===== src/rtl/bin2bcd_seq_pkg.sv =====
// bin2bcd_seq_pkg: shared FSM state type and digit-adjust constants for bin2bcd_seq
package bin2bcd_seq_pkg;
    typedef enum logic [1:0] {IDLE, CONV, FIN} state_t;
    localparam int DIGIT_W = 4;
    localparam logic [DIGIT_W-1:0] ADJ_THRESH = 4'd5;
    localparam logic [DIGIT_W-1:0] ADJ_ADD = 4'd3;
endpackage


===== src/rtl/bin2bcd_seq_bcd_digit_adj.sv =====
// bcd_digit_adj: add 3 to a BCD digit of 5 or more before the double-dabble shift
module bcd_digit_adj
    import bin2bcd_seq_pkg::*;
(
    input  logic [DIGIT_W-1:0] digit,
    output logic [DIGIT_W-1:0] adj
);
    assign adj = (digit >= ADJ_THRESH) ? digit + ADJ_ADD : digit;
endmodule


===== src/rtl/bin2bcd_seq.sv =====
// bin2bcd_seq: one-bit-per-cycle double-dabble converter with start/busy/done handshake
// BIN2BCD_LEADING_BLANK_EN enables the registered leading-zero BLANK mask
module bin2bcd_seq
    import bin2bcd_seq_pkg::*;
#(
    parameter int BIN_W  = 14,
    parameter int DIGITS = 4
) (
    input  logic                   CLK,
    input  logic                   RSTN,
    input  logic                   START,
    input  logic [BIN_W-1:0]       BIN,
    output logic                   BUSY,
    output logic                   DONE,
    output logic [4*DIGITS-1:0]    BCD,
    output logic                   OVF,
    output logic [DIGITS-1:0]      BLANK
);
    localparam int SW = DIGIT_W * DIGITS;
    localparam int CW = $clog2(BIN_W + 1);

    state_t           state;
    logic [BIN_W-1:0] shreg;
    logic [SW-1:0]    scr;
    logic [SW-1:0]    adj;
    logic [CW-1:0]    cnt;
    logic             sticky;

    for (genvar g = 0; g < DIGITS; g++) begin : g_adj
        bcd_digit_adj u_adj (
            .digit(scr[g*DIGIT_W +: DIGIT_W]),
            .adj  (adj[g*DIGIT_W +: DIGIT_W])
        );
    end

    always_ff @(posedge CLK) begin
        if (!RSTN) begin
            state  <= IDLE;
            BUSY   <= 1'b0;
            DONE   <= 1'b0;
            BCD    <= '0;
            OVF    <= 1'b0;
            shreg  <= '0;
            scr    <= '0;
            cnt    <= '0;
            sticky <= 1'b0;
        end else begin
            DONE <= 1'b0;
            case (state)
                IDLE: if (START) begin
                    shreg  <= BIN;
                    scr    <= '0;
                    cnt    <= CW'(BIN_W);
                    sticky <= 1'b0;
                    BUSY   <= 1'b1;
                    state  <= CONV;
                end
                CONV: begin
                    // the adjusted scratch MSB is the bit lost off the top of the shift
                    {scr, shreg} <= {adj, shreg} << 1;
                    sticky       <= sticky | adj[SW-1];
                    cnt          <= cnt - CW'(1);
                    if (cnt == CW'(1)) begin
                        BUSY  <= 1'b0;
                        state <= FIN;
                    end
                end
                FIN: begin
                    BCD   <= scr;
                    OVF   <= sticky;
                    DONE  <= 1'b1;
                    state <= IDLE;
                end
                default: state <= IDLE;
            endcase
        end
    end

`ifdef BIN2BCD_LEADING_BLANK_EN
    logic [DIGITS-1:0] blank_nx;
    logic              z;

    always_comb begin
        blank_nx = '0;
        z = 1'b1;
        for (int k = DIGITS - 1; k >= 1; k--) begin
            z = z & (scr[k*DIGIT_W +: DIGIT_W] == '0);
            blank_nx[k] = z;
        end
    end

    always_ff @(posedge CLK) begin
        if (!RSTN)
            BLANK <= '0;
        else if (state == FIN)
            BLANK <= blank_nx;
    end
`else
    assign BLANK = '0;
`endif
endmodule


===== config.mk =====
export PLATFORM = sky130hd
export DESIGN_NAME = bin2bcd_seq
export DESIGN_NICKNAME = d
export VERILOG_FILES = /design/src/rtl/bin2bcd_seq_pkg.sv /design/src/rtl/bin2bcd_seq_bcd_digit_adj.sv /design/src/rtl/bin2bcd_seq.sv
export SDC_FILE = /design/constraint.sdc
export NUM_CORES = 1
export LEC_CHECK = 0
export BUFFER_PORTS_ARGS = -buffer_cell sky130_fd_sc_hd__buf_4
export CAP_MARGIN = 5
export CORE_AREA = 5 5 78 80
export DETAILED_ROUTE_END_ITERATION = 10
export DIE_AREA = 0 0 83 85
export GPL_TIMING_DRIVEN = 0
export PLACE_DENSITY = 0.69
export SYNTH_ARGS = -nofsm -noshare
export SYNTH_HDL_FRONTEND = slang
export SYNTH_HIERARCHICAL = 1
export SYNTH_SLANG_ARGS = --single-unit

===== constraint.sdc =====
create_clock -name CLK -period 1.69 [get_ports CLK]
set_input_delay 0.0845 -clock CLK [delete_from_list [all_inputs] [get_ports CLK]]
set_output_delay 0.0845 -clock CLK [all_outputs]
set_load 0.05 [all_outputs]

==> flow_summary.toml <==
[outcome]
outcome = "finished, final reports clean"

[min_path]
hp-class = "in2reg"

[floorplanning]
coreArea_um2 = 5340
ios = 40
dieHeight_um = 85
die-area_um2 = 7060
die_width_um = 83
rows = 27
initial_core_util = 0.495

[finish]
area_delta_synth_final_pct = 17.4
fin_nets = 361
diodes = 0
fill_cells = 506
layout-drive-gt1-share = 0.201

[placement]
portBuffers = 35
dpl.hpwl_mm = 3.70
post-place-ws_ns = 0.271
gp_routability_congestion = 0.734

[synthesis]
syn-instance-count = 289
synth-async-reset-ratio = 0
ys_seq_area_frac = 0.424
yosys.cell_types.count = 35
synth-edff-count = 0
ys_warn_count = 6
avgSynthCellArea_um2 = 9.14
syn-cell-area_um2 = 2640
synth_top_area_cell = "dfxtp_1"
synth_top_flop_cell = "dfxtp_1"
synth_commonest_cells = "nand2_1 (65), dfxtp_1 (56), mux2i_1 (17), a22o_1 (16), o211a_1 (14)"
synth_top_area_share = 0.424
synth_most_common_cell = "nand2_1"
synth_area_leaders = "dfxtp_1 (42%), nand2_1 (9.2%), mux2i_1 (6.4%), a22o_1 (5.3%), o211a_1 (5.3%)"
ys_ff_latch = 56

[clocking]
htree_levels = 2
cts-root-buf = "clkbuf_8"
clk_latency_ns = 0.31
cts_resized = 0
cts_inserted_buffers = 5
clkSlewWorstSetupHoldPaths_ns = 0.10
cts_buffer_depth = 2
cts_hold_buf = 0
post-cts-setup-buffer-count = 0
tritoncts = "done"
cts.sinks = 56

[detailed_routing]
drc_errors = 0
wl_per_cell_um = 12.6
routed_wl_mm = 5.11
vias_per_cell = 5.02
drtIter0Drc = 100
vias = 2039
drtPass1Iterations = 4
ant_nets = 0

[setup_path]
crit_path_max_fanout = 4
crit_path_end_kind = "register"
critPathKind = "reg2reg"
startpoint_type = "register"
arrival_ns = 1.65
required_ns = 1.89
worst-r2r-setup-slack_ns = 0.25

[global_routing]
grt_pass1_wl_mm = 8.80
grt_pass1_vias = 1932
grt_usage = 0.151
grt_max_degree = 16
overflow = 0
antenna_found_initial = 0

[sta]
drv_slew = 0
max_freq_ghz = 0.692
setup_viol_count_final = 0
tns_ns = 0
hold_viol_final = 0
finClkSkew_ns = 0.00551
period_needed_ns = 1.44
setup_slack_ns = 0.245
fin_crit_sh = 0.855
rsz0062_at_grt = "false"

[power_and_ir_drop]
p_leak_nw = 1.43
power_density_nw_per_um2 = 794
peakVddDrop_mv = 0.478

[run]
max_cap_viol_count = 0
state kept, by name, indices dropped and copies added, names as in the netlist:
register  cells
DONE          1
state         2
cnt           4
OVF           1
BCD          16
BUSY          1
scr          16
sticky        1
shreg        14
placed cells by master, fill, tap and decap left out, types with 2 or more instances in the layout:
master / n
xnor2_1: 4
and3_1: 2
o21ai_0: 9
nor2b_1: 3
ha_1: 10
a21oi_2: 4
nand2b_1: 10
nand2_1: 65
a21oi_1: 2
a21boi_0: 8
nand3_1: 2
dfxtp_1: 56
buf_4: 43
inv_1: 11
buf_2: 6
conb_1: 4
mux2i_1: 17
clkbuf_8: 7
clkbuf_1: 4
nor2_1: 7
buf_6: 3
o211a_1: 14
a21boi_1: 11
and2_1: 2
a22o_1: 16
o21ai_1: 4
worst max-delay path: stages, from the launching register on:
cell and delay [ns]:
dfxtp_1 0.40, inv_1 0.10, ha_1 0.18, nand2b_1 0.16
nand2b_1 0.08, o21ai_1 0.06, and2b_1 0.16, o21ai_0 0.14
a21boi_1 0.08
final cells by class:
type	count	area [um2]	share of cell area
repair buffers	35	263	0.0847
clock buffers	7	96.3	0.0310
well taps	72	90.1	0.0290
multi-input cells	204	1350	0.436
flip-flops and latches	56	1120	0.361
inverters	11	41.3	0.0133
plain buffers	21	139	0.0448
path summary, 6_finish.rpt:
path / endpoint / cells past startpoint / start
min reg2reg: BCD[5] / 2 / BCD[5]
min: shreg[0] / 3 / BIN[0]
max: sticky / 8 / scr[13]
max reg2reg: sticky / 8 / scr[13]
power by group:
part           switching (mW)  internal [mW]
Sequential             0.0309           1.37
Combinational           0.151          0.138
Clock                   0.412          0.366
Total                   0.593           1.87
routing by layer:
layer,track usage,wire (um)
met2,0.260,2550
met4,0.0446,29
met1,0.182,2300
met3,0.0437,227
met5,0,0
cells by family (layout without fill, tap and decap cells):
logic type	after synthesis	in the layout	share of synthesized area
compound gates	72	72	0.215
xor+xnor	4	4	0.0133
fa+ha+maj	10	10	0.0473
buf+inv	32	74	0.0682
flops	56	56	0.424
mux	17	17	0.0644
other cells	1	4	0.00142
simple gates	97	97	0.166
per-stage QoR:
stage	area (um2)	hold slack, ns	power [mW]	util	cells
global route	3100	0.0688	2.59	0.581	406
finish	3100	0.0513	2.46	0.581	406
floorplan	2650	0.253	1.64	-	292
detailed placement	3010	0.384	1.72	0.563	399
CTS	3100	0.0488	2.50	0.581	406
global placement	3010	0.391	1.71	0.563	399
(Power assumes the default switching activity.)
